--- src/rtl/bus_arbiter.sv ---
// Two-master (instruction fetch / data) arbiter onto a single shared bus with ack timeout.
// Define ARB_RR_EN to alternate grants under contention; otherwise the data port always wins.
module bus_arbiter #(
    parameter int TIMEOUT_CYC = 255
) (
    input  logic        clk,
    input  logic        rst,

    input  logic        if_req_i,
    input  logic [31:0] if_addr_i,
    output logic [31:0] if_rdata_o,
    output logic        if_ack_o,

    input  logic        mem_req_i,
    input  logic        mem_we_i,
    input  logic [31:0] mem_addr_i,
    input  logic [31:0] mem_wdata_i,
    input  logic [3:0]  mem_sel_i,
    output logic [31:0] mem_rdata_o,
    output logic        mem_ack_o,

    output logic        bus_req_o,
    output logic        bus_we_o,
    output logic [31:0] bus_addr_o,
    output logic [31:0] bus_wdata_o,
    output logic [3:0]  bus_sel_o,
    input  logic        bus_ack_i,
    input  logic [31:0] bus_rdata_i,

    output logic        stallreq_o,
    output logic        bus_err_o
);

    localparam logic [1:0] S_IDLE = 2'd0;
    localparam logic [1:0] S_BUSY = 2'd1;
    localparam logic [1:0] S_RESP = 2'd2;

    localparam int              CNT_W  = (TIMEOUT_CYC < 1) ? 1 : $clog2(TIMEOUT_CYC + 1);
    localparam bit              TO_EN  = (TIMEOUT_CYC != 0);
    localparam logic [CNT_W-1:0] TO_VAL = CNT_W'(TIMEOUT_CYC);

    logic [1:0]       r_state;
    logic [CNT_W-1:0] r_cnt;
    logic             r_gnt_mem;
    logic             r_bus_req;
    logic             r_bus_we;
    logic [31:0]      r_bus_addr;
    logic [31:0]      r_bus_wdata;
    logic [3:0]       r_bus_sel;
    logic [31:0]      r_if_rdata;
    logic [31:0]      r_mem_rdata;
    logic             r_if_ack;
    logic             r_mem_ack;
    logic             r_bus_err;

    logic             w_any_req;
    logic             w_grant_mem;
    logic             w_timeout;

    assign w_any_req = if_req_i | mem_req_i;

`ifdef ARB_RR_EN
    logic r_last_mem;

    // Under contention, hand the bus to whoever did not have it last time.
    assign w_grant_mem = mem_req_i & (~if_req_i | ~r_last_mem);

    always_ff @(posedge clk or negedge rst) begin
        if (!rst) begin
            r_last_mem <= 1'b0;
        end else if (r_state == S_IDLE && w_any_req) begin
            r_last_mem <= w_grant_mem;
        end
    end
`else
    assign w_grant_mem = mem_req_i;
`endif

    // r_cnt holds the number of BUSY cycles spent so far, including the current one.
    assign w_timeout = TO_EN && (r_cnt == TO_VAL) && !bus_ack_i;

    always_ff @(posedge clk or negedge rst) begin
        if (!rst) begin
            r_state     <= S_IDLE;
            r_cnt       <= '0;
            r_gnt_mem   <= 1'b0;
            r_bus_req   <= 1'b0;
            r_bus_we    <= 1'b0;
            r_bus_addr  <= 32'h0;
            r_bus_wdata <= 32'h0;
            r_bus_sel   <= 4'h0;
            r_if_rdata  <= 32'h0;
            r_mem_rdata <= 32'h0;
            r_if_ack    <= 1'b0;
            r_mem_ack   <= 1'b0;
            r_bus_err   <= 1'b0;
        end else begin
            case (r_state)
                S_IDLE: begin
                    r_if_ack  <= 1'b0;
                    r_mem_ack <= 1'b0;
                    r_bus_err <= 1'b0;
                    if (w_any_req) begin
                        r_state   <= S_BUSY;
                        r_bus_req <= 1'b1;
                        r_gnt_mem <= w_grant_mem;
                        r_cnt     <= CNT_W'(1);
                        if (w_grant_mem) begin
                            r_bus_we    <= mem_we_i;
                            r_bus_addr  <= mem_addr_i;
                            r_bus_wdata <= mem_wdata_i;
                            r_bus_sel   <= mem_sel_i;
                        end else begin
                            r_bus_we    <= 1'b0;
                            r_bus_addr  <= if_addr_i;
                            r_bus_wdata <= 32'h0;
                            r_bus_sel   <= 4'hF;
                        end
                    end
                end

                S_BUSY: begin
                    if (bus_ack_i) begin
                        r_state   <= S_RESP;
                        r_bus_req <= 1'b0;
                        r_if_ack  <= ~r_gnt_mem;
                        r_mem_ack <= r_gnt_mem;
                        if (r_gnt_mem) begin
                            r_mem_rdata <= bus_rdata_i;
                        end else begin
                            r_if_rdata  <= bus_rdata_i;
                        end
                    end else if (w_timeout) begin
                        r_state   <= S_RESP;
                        r_bus_req <= 1'b0;
                        r_bus_err <= 1'b1;
                        r_if_ack  <= ~r_gnt_mem;
                        r_mem_ack <= r_gnt_mem;
                        if (r_gnt_mem) begin
                            r_mem_rdata <= 32'h0;
                        end else begin
                            r_if_rdata  <= 32'h0;
                        end
                    end else begin
                        r_cnt <= r_cnt + CNT_W'(1);
                    end
                end

                S_RESP: begin
                    r_state   <= S_IDLE;
                    r_if_ack  <= 1'b0;
                    r_mem_ack <= 1'b0;
                    r_bus_err <= 1'b0;
                end

                default: begin
                    r_state   <= S_IDLE;
                    r_bus_req <= 1'b0;
                    r_if_ack  <= 1'b0;
                    r_mem_ack <= 1'b0;
                    r_bus_err <= 1'b0;
                end
            endcase
        end
    end

    assign if_rdata_o  = r_if_rdata;
    assign if_ack_o    = r_if_ack;
    assign mem_rdata_o = r_mem_rdata;
    assign mem_ack_o   = r_mem_ack;
    assign bus_req_o   = r_bus_req;
    assign bus_we_o    = r_bus_we;
    assign bus_addr_o  = r_bus_addr;
    assign bus_wdata_o = r_bus_wdata;
    assign bus_sel_o   = r_bus_sel;
    assign bus_err_o   = r_bus_err;

    // A requester stalls until its own completion pulse.
    assign stallreq_o  = (if_req_i & ~r_if_ack) | (mem_req_i & ~r_mem_ack);

endmodule

--- config.mk ---
export PLATFORM = sky130hd
export DESIGN_NAME = bus_arbiter
export DESIGN_NICKNAME = d
export VERILOG_FILES = /design/src/rtl/bus_arbiter.sv
export SDC_FILE = /design/constraint.sdc
export NUM_CORES = 1
export LEC_CHECK = 0
export ABC_AREA = 1
export BUFFER_PORTS_ARGS = -buffer_cell sky130_fd_sc_hd__buf_2
export CORE_MARGIN = 2
export CORE_UTILIZATION = 30
export DETAILED_ROUTE_END_ITERATION = 10
export GPL_TIMING_DRIVEN = 0
export PLACE_DENSITY_LB_ADDON = 0.2
export SYNTH_ARGS = -nofsm -noshare
export SYNTH_HDL_FRONTEND = slang
export SYNTH_SLANG_ARGS = --single-unit
--- constraint.sdc ---
create_clock -name clk -period 1.7 [get_ports clk]
set_input_delay 0.34 -clock clk [delete_from_list [all_inputs] [get_ports clk]]
set_output_delay 0.34 -clock clk [all_outputs]
set_load 0.05 [all_outputs]
==> results by group, run 1 <==
Logic synthesis
  – Number of storage elements in the synthesis netlist: 148
  – Number of distinct standard cells referenced by the synthesized netlist: 28
  – Synthesized Nets: 737
  – Yosys Warn Count: 0
  – Mapped cell area: 0.00610 mm²
  – Number of cells produced by synthesis: 598
  – Post-synthesis average cell area: 10.2 µm²
  – Sequential-to-total area share from yosys stat: 0.607

Timing
  – Final critical-path share of the clock period: 0.943
  – Clock period minus final worst setup slack: 1.60 ns
  – Number of setup violations in the final report: 0
  – Worst slew pin tran: 0.671 ns
  – Final setup margin: 0.0967 ns
  – RSZ-0062 raised after global routing: yes
  – Final-report hold violation count: 0
  – Worst hold slack: 0.127 ns
  – Fin. max-slew vios: 0
  – Slew headroom: 0.553
  – Fmax achieved: 624 MHz
  – Worst clock skew: 0.0115 ns

Cells and area
  – Fraction of final layout cells with drive strength greater than 1: 0.437
  – Highest-count cells in the layout ignoring fill and taps: sky130_fd_sc_hd__buf_2 (282), sky130_fd_sc_hd__nand2_1 (191), sky130_fd_sc_hd__dfrtp_1 (148)
  – Number of inserted filler cells in the final layout: 2061
  – Post-layout instance area: 0.00861 mm²
  – Post-layout instance count excluding filler cells: 1180
  – Most common cell after layout, fill and taps aside: sky130_fd_sc_hd__buf_2
  – N_diodes: 0
  – Net count, final: 1037
  – Layout overhead on the synthesized area: 41.0%

Setup path
  – Biggest fanout along the worst timing path: 3
  – Worst-path cell with the longest stage delay: sky130_fd_sc_hd__dfrtp_1
  – WS Path Type: reg2out
  – Ordered cell list for the critical path: o22ai_2 -> buf_2
  – Nature of the critical path startpoint: flip-flop
  – Delay of the slowest cell on the worst path: 0.40 ns
  – Required time worst endpoint: 1.36 ns
  – Critical Path AT: 1.26 ns
  – R2R cell count: 10
  – Kind of end point of the critical path: output port

Clocking
  – Number of buffers inserted during clock tree synthesis: 17
  – H-tree Lvls: 4
  – Clock transition at path regs: 0.06 ns
  – Root Buffer: sky130_fd_sc_hd__clkbuf_16
  – Clk sinks: 148
  – TritonCTS clock tree: built
  – Clk_lat worst skew: 0.42 ns
  – Maximum count of clock buffers along a single path: 2

Placed design
  – DPL Wire Length: 12.9 mm
  – Count of buffers inserted at the top-level ports: 273
  – Final estimated routing congestion in global placement: 0.804
  – Placed cell count: 1142
  – Instance area at placement: 0.00785 mm²
  – Setup slack at placement: -0.172 ns

Route
  – DR iter-0 viols: 190
  – Detail Route met3 WL: 1.44 mm
  – DRC: 0
  – Wirelength, routed: 17.5 mm
  – Overall via count from detail_route: 5250
  – Number of nets with antenna violations after detailed routing: 0
  – Uppermost signal routing layer after detailed routing: met4
  – Routed wirelength normalized by instance count: 14.9 µm
  – Vias per inst: 4.45
  – Met1 layer wirelength in the final routing: 7.88 mm
  – Initial DRT Pass Iterations: 4
  – Met2 Wirelength: 7.99 mm

Global routing
  – Total GRT Usage: 0.165
  – Pin count of the biggest net entering global routing: 81
  – Aggregate global routing overflow: 0
  – Global-route wire length before repair: 28.2 mm
  – Number of global-route vias before repair: 5293
  – Initial antenna violation count: 0

Die
  – Core footprint: 0.0201 mm²
  – Initial Utilization: 0.304
  – Height of the chip: 147 µm
  – IO Count: 276
  – Row count: 52
  – Die Footprint: 0.0215 mm²
  – DIE WIDTH: 147 µm

Worst hold path
  – Hold Path Depth: 2
  – Type of the tightest min-delay check: in2reg

Run status
  – Run status: finished, final reports clean

Job
  – Max-Cap Viols: 0

Power and ir drop
  – IR Drop Worst-Case VDD: 994 µV
  – Static leakage: 0.00445 µW
  – Pwr Total: 20500 µW
  – Power Dens Cells: 2380 mW/mm²
[routing by layer]
| layer | track usage | vias up |
|---|---|---|
| li1 | - | 2615 |
| met1 | 0.217 | 2424 |
| met2 | 0.258 | 191 |
| met3 | 0.0597 | 20 |
| met4 | 0.0437 | 0 |
| met5 | 0 | - |
[cells in the mapped netlist]
master                     number  area, µm²
sky130_fd_sc_hd__o21a_1         1       7.51
sky130_fd_sc_hd__ha_1           1       12.5
sky130_fd_sc_hd__nor3b_1        1       7.51
sky130_fd_sc_hd__inv_1          8       30.0
sky130_fd_sc_hd__nor2_1        43        161
sky130_fd_sc_hd__clkbuf_1      14       52.6
sky130_fd_sc_hd__a22o_1        33        289
sky130_fd_sc_hd__buf_4          1       7.51
sky130_fd_sc_hd__o21ai_1       20        100
sky130_fd_sc_hd__xor2_1         1       8.76
sky130_fd_sc_hd__o22ai_1        1       6.26
sky130_fd_sc_hd__o21ai_4        1       16.3
sky130_fd_sc_hd__nor2_2         2       12.5
sky130_fd_sc_hd__nand3_2        1       10.0
sky130_fd_sc_hd__o21ai_2       46        403
sky130_fd_sc_hd__buf_6         12        135
sky130_fd_sc_hd__a21oi_1        1       5.00
sky130_fd_sc_hd__nand2_1      191        717
sky130_fd_sc_hd__buf_1          2       7.51
sky130_fd_sc_hd__dfrtp_1      148       3700
sky130_fd_sc_hd__a31oi_1       32        200
sky130_fd_sc_hd__nand2_2        4       25.0
sky130_fd_sc_hd__o21ai_0        2       10.0
sky130_fd_sc_hd__xnor2_1        2       17.5
sky130_fd_sc_hd__buf_2         11       55.1
sky130_fd_sc_hd__o22a_1         4       35.0
sky130_fd_sc_hd__inv_2          5       18.8
sky130_fd_sc_hd__nand3_1       10       50.1
[kinds of logic (layout without fill, tap and decap cells)]
family,count (synthesis),in the layout,synth area share
and+or+nand+nor,252,252,0.161
DFF,148,148,0.607
AOI/OAI and AO/OA,141,141,0.176
buffers and inverters,53,365,0.0502
xor gates and xnor gates,3,3,0.00430
adders and majority gates,1,1,0.00205
[final timing paths]
| path | startpoint | end | slack (ns) |
|---|---|---|---|
| max in group asynchronous | rst | bus_sel_o[1]$_DFFE_PN0P_ | 0.38 |
| min in group asynchronous | rst | mem_rdata_o[0]$_DFFE_PN0P_ | 0.50 |
| worst max-delay path | if_ack_o$_DFFE_PN0P_ | stallreq_o | 0.1 |
| worst min-delay path | mem_wdata_i[6] | bus_wdata_o[6]$_DFFE_PN0P_ | 0.13 |
| worst max register to register | r_cnt[0]$_DFFE_PN0P_ | if_rdata_o[24]$_DFFE_PN0P_ | 0.1 |
| worst min register to register | bus_req_o$_DFFE_PN0P_ | bus_req_o$_DFFE_PN0P_ | 0.47 |
[stage by stage]
stage | util | setup TNS (ns)
global placement | 0.389 | -306.75
detailed placement | 0.390 | -2.39
floorplan | - | 0
global route | 0.428 | -0.0854
finish | 0.428 | 0
CTS | 0.424 | 0
[cell type report]
type                            count  area, µm²  area share
Clock buffer                       19        443      0.0515
Multi-Input combinational cell    397       2110       0.245
Sequential cell                   148       3700       0.430
Inverter                           13       52.6     0.00611
Tap cell                          270        338      0.0393
Buffer                             39        270      0.0314
Timing Repair Buffer              282       1460       0.170
Clock inverter                     12        228      0.0265
[sequential cells by signal (all words and copies together) (netlist names)]
name / count
bus_addr_o: 32
bus_wdata_o: 32
if_rdata_o: 32
mem_rdata_o: 32
r_cnt: 8
bus_sel_o: 4
r_state: 2
bus_err_o: 1
bus_req_o: 1
bus_we_o: 1
if_ack_o: 1
mem_ack_o: 1
r_gnt_mem: 1
[report_power, final]
part / switching, µW / leakage [µW] / internal [µW]
registers: 778 / 0.00186 / 4990
logic: 7790 / 0.00228 / 2620
clock network: 1500 / 0.000324 / 2790
total: 10100 / 0.00445 / 10400
[what timing repair did]
action / in CTS / in global routing
pin swaps: 0 / 0
setup buffers: 0 / 7
hold endpoints to repair: 68 / 0
setup endpoints to repair: 21 / 70
hold buffers: 1 / 0
gates resized for setup: 2 / 6
[critical path, delay by kind of cell, from the launching register on]
kind | cells | cell delay, ns
flip-flops | 1 | 0.40
buffers and inverters | 1 | 0.29
AO/OA/AOI/OAI | 1 | 0.16
Power figures use the tool's default switching activity.
==> run 2: changes to the inputs <==
--- a/config.mk
+++ b/config.mk
@@ -5,7 +5,6 @@
 export SDC_FILE = /design/constraint.sdc
 export NUM_CORES = 1
 export LEC_CHECK = 0
-export ABC_AREA = 1
 export BUFFER_PORTS_ARGS = -buffer_cell sky130_fd_sc_hd__buf_2
 export CORE_MARGIN = 2
 export CORE_UTILIZATION = 30
==> constraint.sdc (replaced) <==
create_clock -name clk -period 1.7 [get_ports clk]
set_input_delay 0.34 -clock clk [delete_from_list [all_inputs] [get_ports clk]]
set_output_delay 0.34 -clock clk [all_outputs]
set_load 0.02 [all_outputs]
==> results by group, run 2 <==
Clocking
  – Root Buffer: sky130_fd_sc_hd__clkbuf_16
  – TritonCTS clock tree: built
  – Clock transition at path regs: 0.06 ns
  – Clk sinks: 148
  – H-tree Lvls: 4
  – Maximum count of clock buffers along a single path: 2
  – Number of buffers inserted during clock tree synthesis: 17
  – Clk_lat worst skew: 0.42 ns

Setup path
  – Biggest fanout along the worst timing path: 4
  – Endpoint of the lowest-slack register-to-register path: r_cnt[3]$_DFFE_PN0P_
  – Reg-to-reg critical path startpoint: r_cnt[1]$_DFFE_PN0P_
  – FF-to-FF setup slack: -0.03 ns
  – WS Path Type: reg2reg
  – Nature of the critical path startpoint: flip-flop
  – R2R cell count: 5
  – Kind of end point of the critical path: flip-flop
  – Crit path launch: r_cnt[1]$_DFFE_PN0P_
  – Required time worst endpoint: 2.00 ns
  – Critical Path AT: 2.03 ns

Logic synthesis
  – Multiplexer area fraction after synthesis: 0.0630
  – Yosys Warn Count: 0
  – Xor/xnor share of the synthesized area: 0
  – Number of distinct standard cells referenced by the synthesized netlist: 35
  – Sequential-to-total area share from yosys stat: 0.626
  – Post-synthesis average cell area: 13.2 µm²
  – Synth Area in Compound Gates: 0.214
  – Leading register cell type out of synthesis: sky130_fd_sc_hd__dfrtp_1
  – Post-synthesis share of cell area spent on full adders, half adders and majority gates: 0.00211
  – Number of storage elements in the synthesis netlist: 148
  – Synthesized Nets: 589
  – Mapped cell area: 0.00592 mm²
  – Number of cells produced by synthesis: 450
  – Cells taking the most area after synthesis: sky130_fd_sc_hd__dfrtp_1 (63%), sky130_fd_sc_hd__a32o_1 (11%), sky130_fd_sc_hd__mux2i_1 (5.9%)
  – Area leader, netlist: sky130_fd_sc_hd__dfrtp_1
  – Post-synth top cells: sky130_fd_sc_hd__dfrtp_1 (148), sky130_fd_sc_hd__a32o_1 (64), sky130_fd_sc_hd__nand2_1 (43), sky130_fd_sc_hd__a22o_1 (35), sky130_fd_sc_hd__mux2i_1 (35)
  – Fraction of registers with async set or reset after synthesis: 1.00
  – Dominant combinational cell family by area after synthesis: compound AO/OA/AOI/OAI gates
  – Number of flops mapped to enable cells by yosys: 0
  – Simple-Gate Fraction of Synth Area: 0.0535
  – Cell with the most instances after synthesis: sky130_fd_sc_hd__dfrtp_1
  – Proportion of netlist area held by the largest area contributor: 0.626

Placed design
  – Instance area at placement: 0.00765 mm²
  – DPL Wire Length: 12.7 mm
  – Count of buffers inserted at the top-level ports: 273
  – Final estimated routing congestion in global placement: 0.764

Run status
  – Run status: finished, violations left
  – Failing checks: setup timing

Power and ir drop
  – Switching share of power: 0.398
  – Pwr Total: 16800 µW
  – Static leakage: 0.00429 µW
  – Combinational share of power: 0.417
  – Switching power summed over all nets: 6680 µW
  – Power Dens Cells: 2010 mW/mm²
  – Sequential fraction of design power: 0.355
  – IR Drop Worst-Case VDD: 756 µV
  – Portion of total power attributed to the clock network: 0.228
  – Int Power: 10100 µW

Timing
  – Final-report hold violation count: 0
  – RSZ-0062 raised after global routing: yes
  – Sum of negative setup slack: -0.0530 ns
  – Final setup margin: -0.0340 ns
  – Slew headroom: 0.614
  – Fin. max-slew vios: 0
  – Number of setup violations in the final report: 3
  – Final critical-path share of the clock period: 1.02
  – Worst slew pin tran: 0.578 ns
  – Clock period minus final worst setup slack: 1.73 ns
  – Worst clock skew: 0.0111 ns
  – Fmax achieved: 577 MHz

Die
  – IO Count: 276
  – Core footprint: 0.0194 mm²
  – Height of the chip: 144 µm
  – Row count: 51
  – Initial Utilization: 0.305
  – Die Footprint: 0.0209 mm²
  – DIE WIDTH: 144 µm

Route
  – Routed wirelength normalized by instance count: 17.0 µm
  – Overall via count from detail_route: 5019
  – Initial DRT Pass Iterations: 4
  – Number of nets with antenna violations after detailed routing: 0
  – Vias per inst: 4.89
  – DRC: 0
  – DR iter-0 viols: 203
  – Wirelength, routed: 17.4 mm

Cells and area
  – Number of inserted filler cells in the final layout: 1927
  – Layout overhead on the synthesized area: 41.1%
  – Multi-input gate area in the final layout: 0.00200 mm²
  – N_diodes: 0
  – Post-layout instance area: 0.00835 mm²
  – Fraction of final layout cells with drive strength greater than 1: 0.466
  – Most common cell after layout, fill and taps aside: sky130_fd_sc_hd__buf_2
  – Net count, final: 889
  – Finished Core Util: 0.431
  – Highest-count cells in the layout ignoring fill and taps: sky130_fd_sc_hd__buf_2 (289), sky130_fd_sc_hd__dfrtp_1 (147), sky130_fd_sc_hd__a32o_1 (64)
  – Sequential standard cell area: 0.00370 mm²

Job
  – Max-Cap Viols: 0

Global routing
  – Number of global-route vias before repair: 5282
  – Pin count of the biggest net entering global routing: 90
  – Total GRT Usage: 0.166
  – Global-route wire length before repair: 26.8 mm
  – Initial antenna violation count: 0
  – Aggregate global routing overflow: 0

Worst hold path
  – Launch instance of the worst min-delay path: mem_wdata_i[17]
  – Hold Path Depth: 2
  – Terminating pin of the worst hold path: bus_wdata_o[17]$_DFFE_PN0P_
  – Type of the tightest min-delay check: in2reg
-- run 2: timing repair --
action	in CTS	in global routing
pin swaps	1	3
buffers inserted	2	4
hold buffers	1	0
endpoints found under the hold margin	59	0
gates resized for setup	3	16
endpoints found under the setup margin	20	79
-- run 2: cell type report --
| cell class | count | share of cell area |
|---|---|---|
| Sequential cell | 148 | 0.444 |
| Timing Repair Buffer | 281 | 0.174 |
| Clock inverter | 11 | 0.0183 |
| Clock buffer | 19 | 0.0530 |
| Multi-Input combinational cell | 257 | 0.240 |
| Tap cell | 265 | 0.0397 |
| Buffer | 40 | 0.0294 |
| Inverter | 5 | 0.00225 |
-- run 2: cells by family after synthesis --
group                      Yosys count
buffers and inverters               45
AOI/OAI and AO/OA                  151
DFF                                148
adders and majority gates            1
muxes                               37
and+or+nand+nor                     68
-- run 2: through the flow --
stage / setup WS (ns) / hold slack, ns / cells
finish: -0.0340 / 0.143 / 1026
CTS: -0.0484 / 0.122 / 1022
global placement: -1.78 / 0.465 / 988
floorplan: 0.0182 / 0.0444 / 450
global route: -0.0882 / 0.129 / 1026
detailed placement: -0.210 / 0.352 / 989
-- run 2: worst max-delay path by stage --
| stage | end | slack [ns] | cells past startpoint |
|---|---|---|---|
| after floorplan | r_cnt[5]$_DFFE_PN0P_ | 0.02 | 5 |
| after global placement | mem_rdata_o[13]$_DFFE_PN0P_ | -1.78 | 1 |
| after detailed placement | bus_addr_o[28]$_DFFE_PN0P_ | -0.21 | 7 |
| after CTS | r_cnt[3]$_DFFE_PN0P_ | -0.05 | 5 |
| after global routing | r_cnt[3]$_DFFE_PN0P_ | -0.09 | 5 |
| final | r_cnt[3]$_DFFE_PN0P_ | -0.03 | 5 |
-- run 2: power by group through the flow --
stage / Sequential (µW) / Clock (µW) / Combinational [µW]
final: 5950 / 3830 / 7010
after global routing: 6150 / 4100 / 7570
after CTS: 5950 / 3930 / 6990
after detailed placement: 5970 / 0 / 6960
after global placement: 5940 / 0 / 6810
after floorplan: 7720 / 0 / 2510
-- run 2: metal layers --
metal | part of all wire | wire length [µm] | track usage
met1 | 0.41 | 7190 | 0.205
met2 | 0.50 | 8710 | 0.272
met3 | 0.066 | 1150 | 0.0493
met4 | 0.021 | 369 | 0.0649
met5 | 0 | 0 | 0
-- run 2: critical path, cell delays in order, from the launching register on --
cell and delay [ns]:
sky130_fd_sc_hd__dfrtp_1 0.39, sky130_fd_sc_hd__ha_2 0.21, sky130_fd_sc_hd__and3_4 0.21, sky130_fd_sc_hd__a211oi_4 0.31
sky130_fd_sc_hd__mux2_4 0.33, sky130_fd_sc_hd__a22o_1 0.18
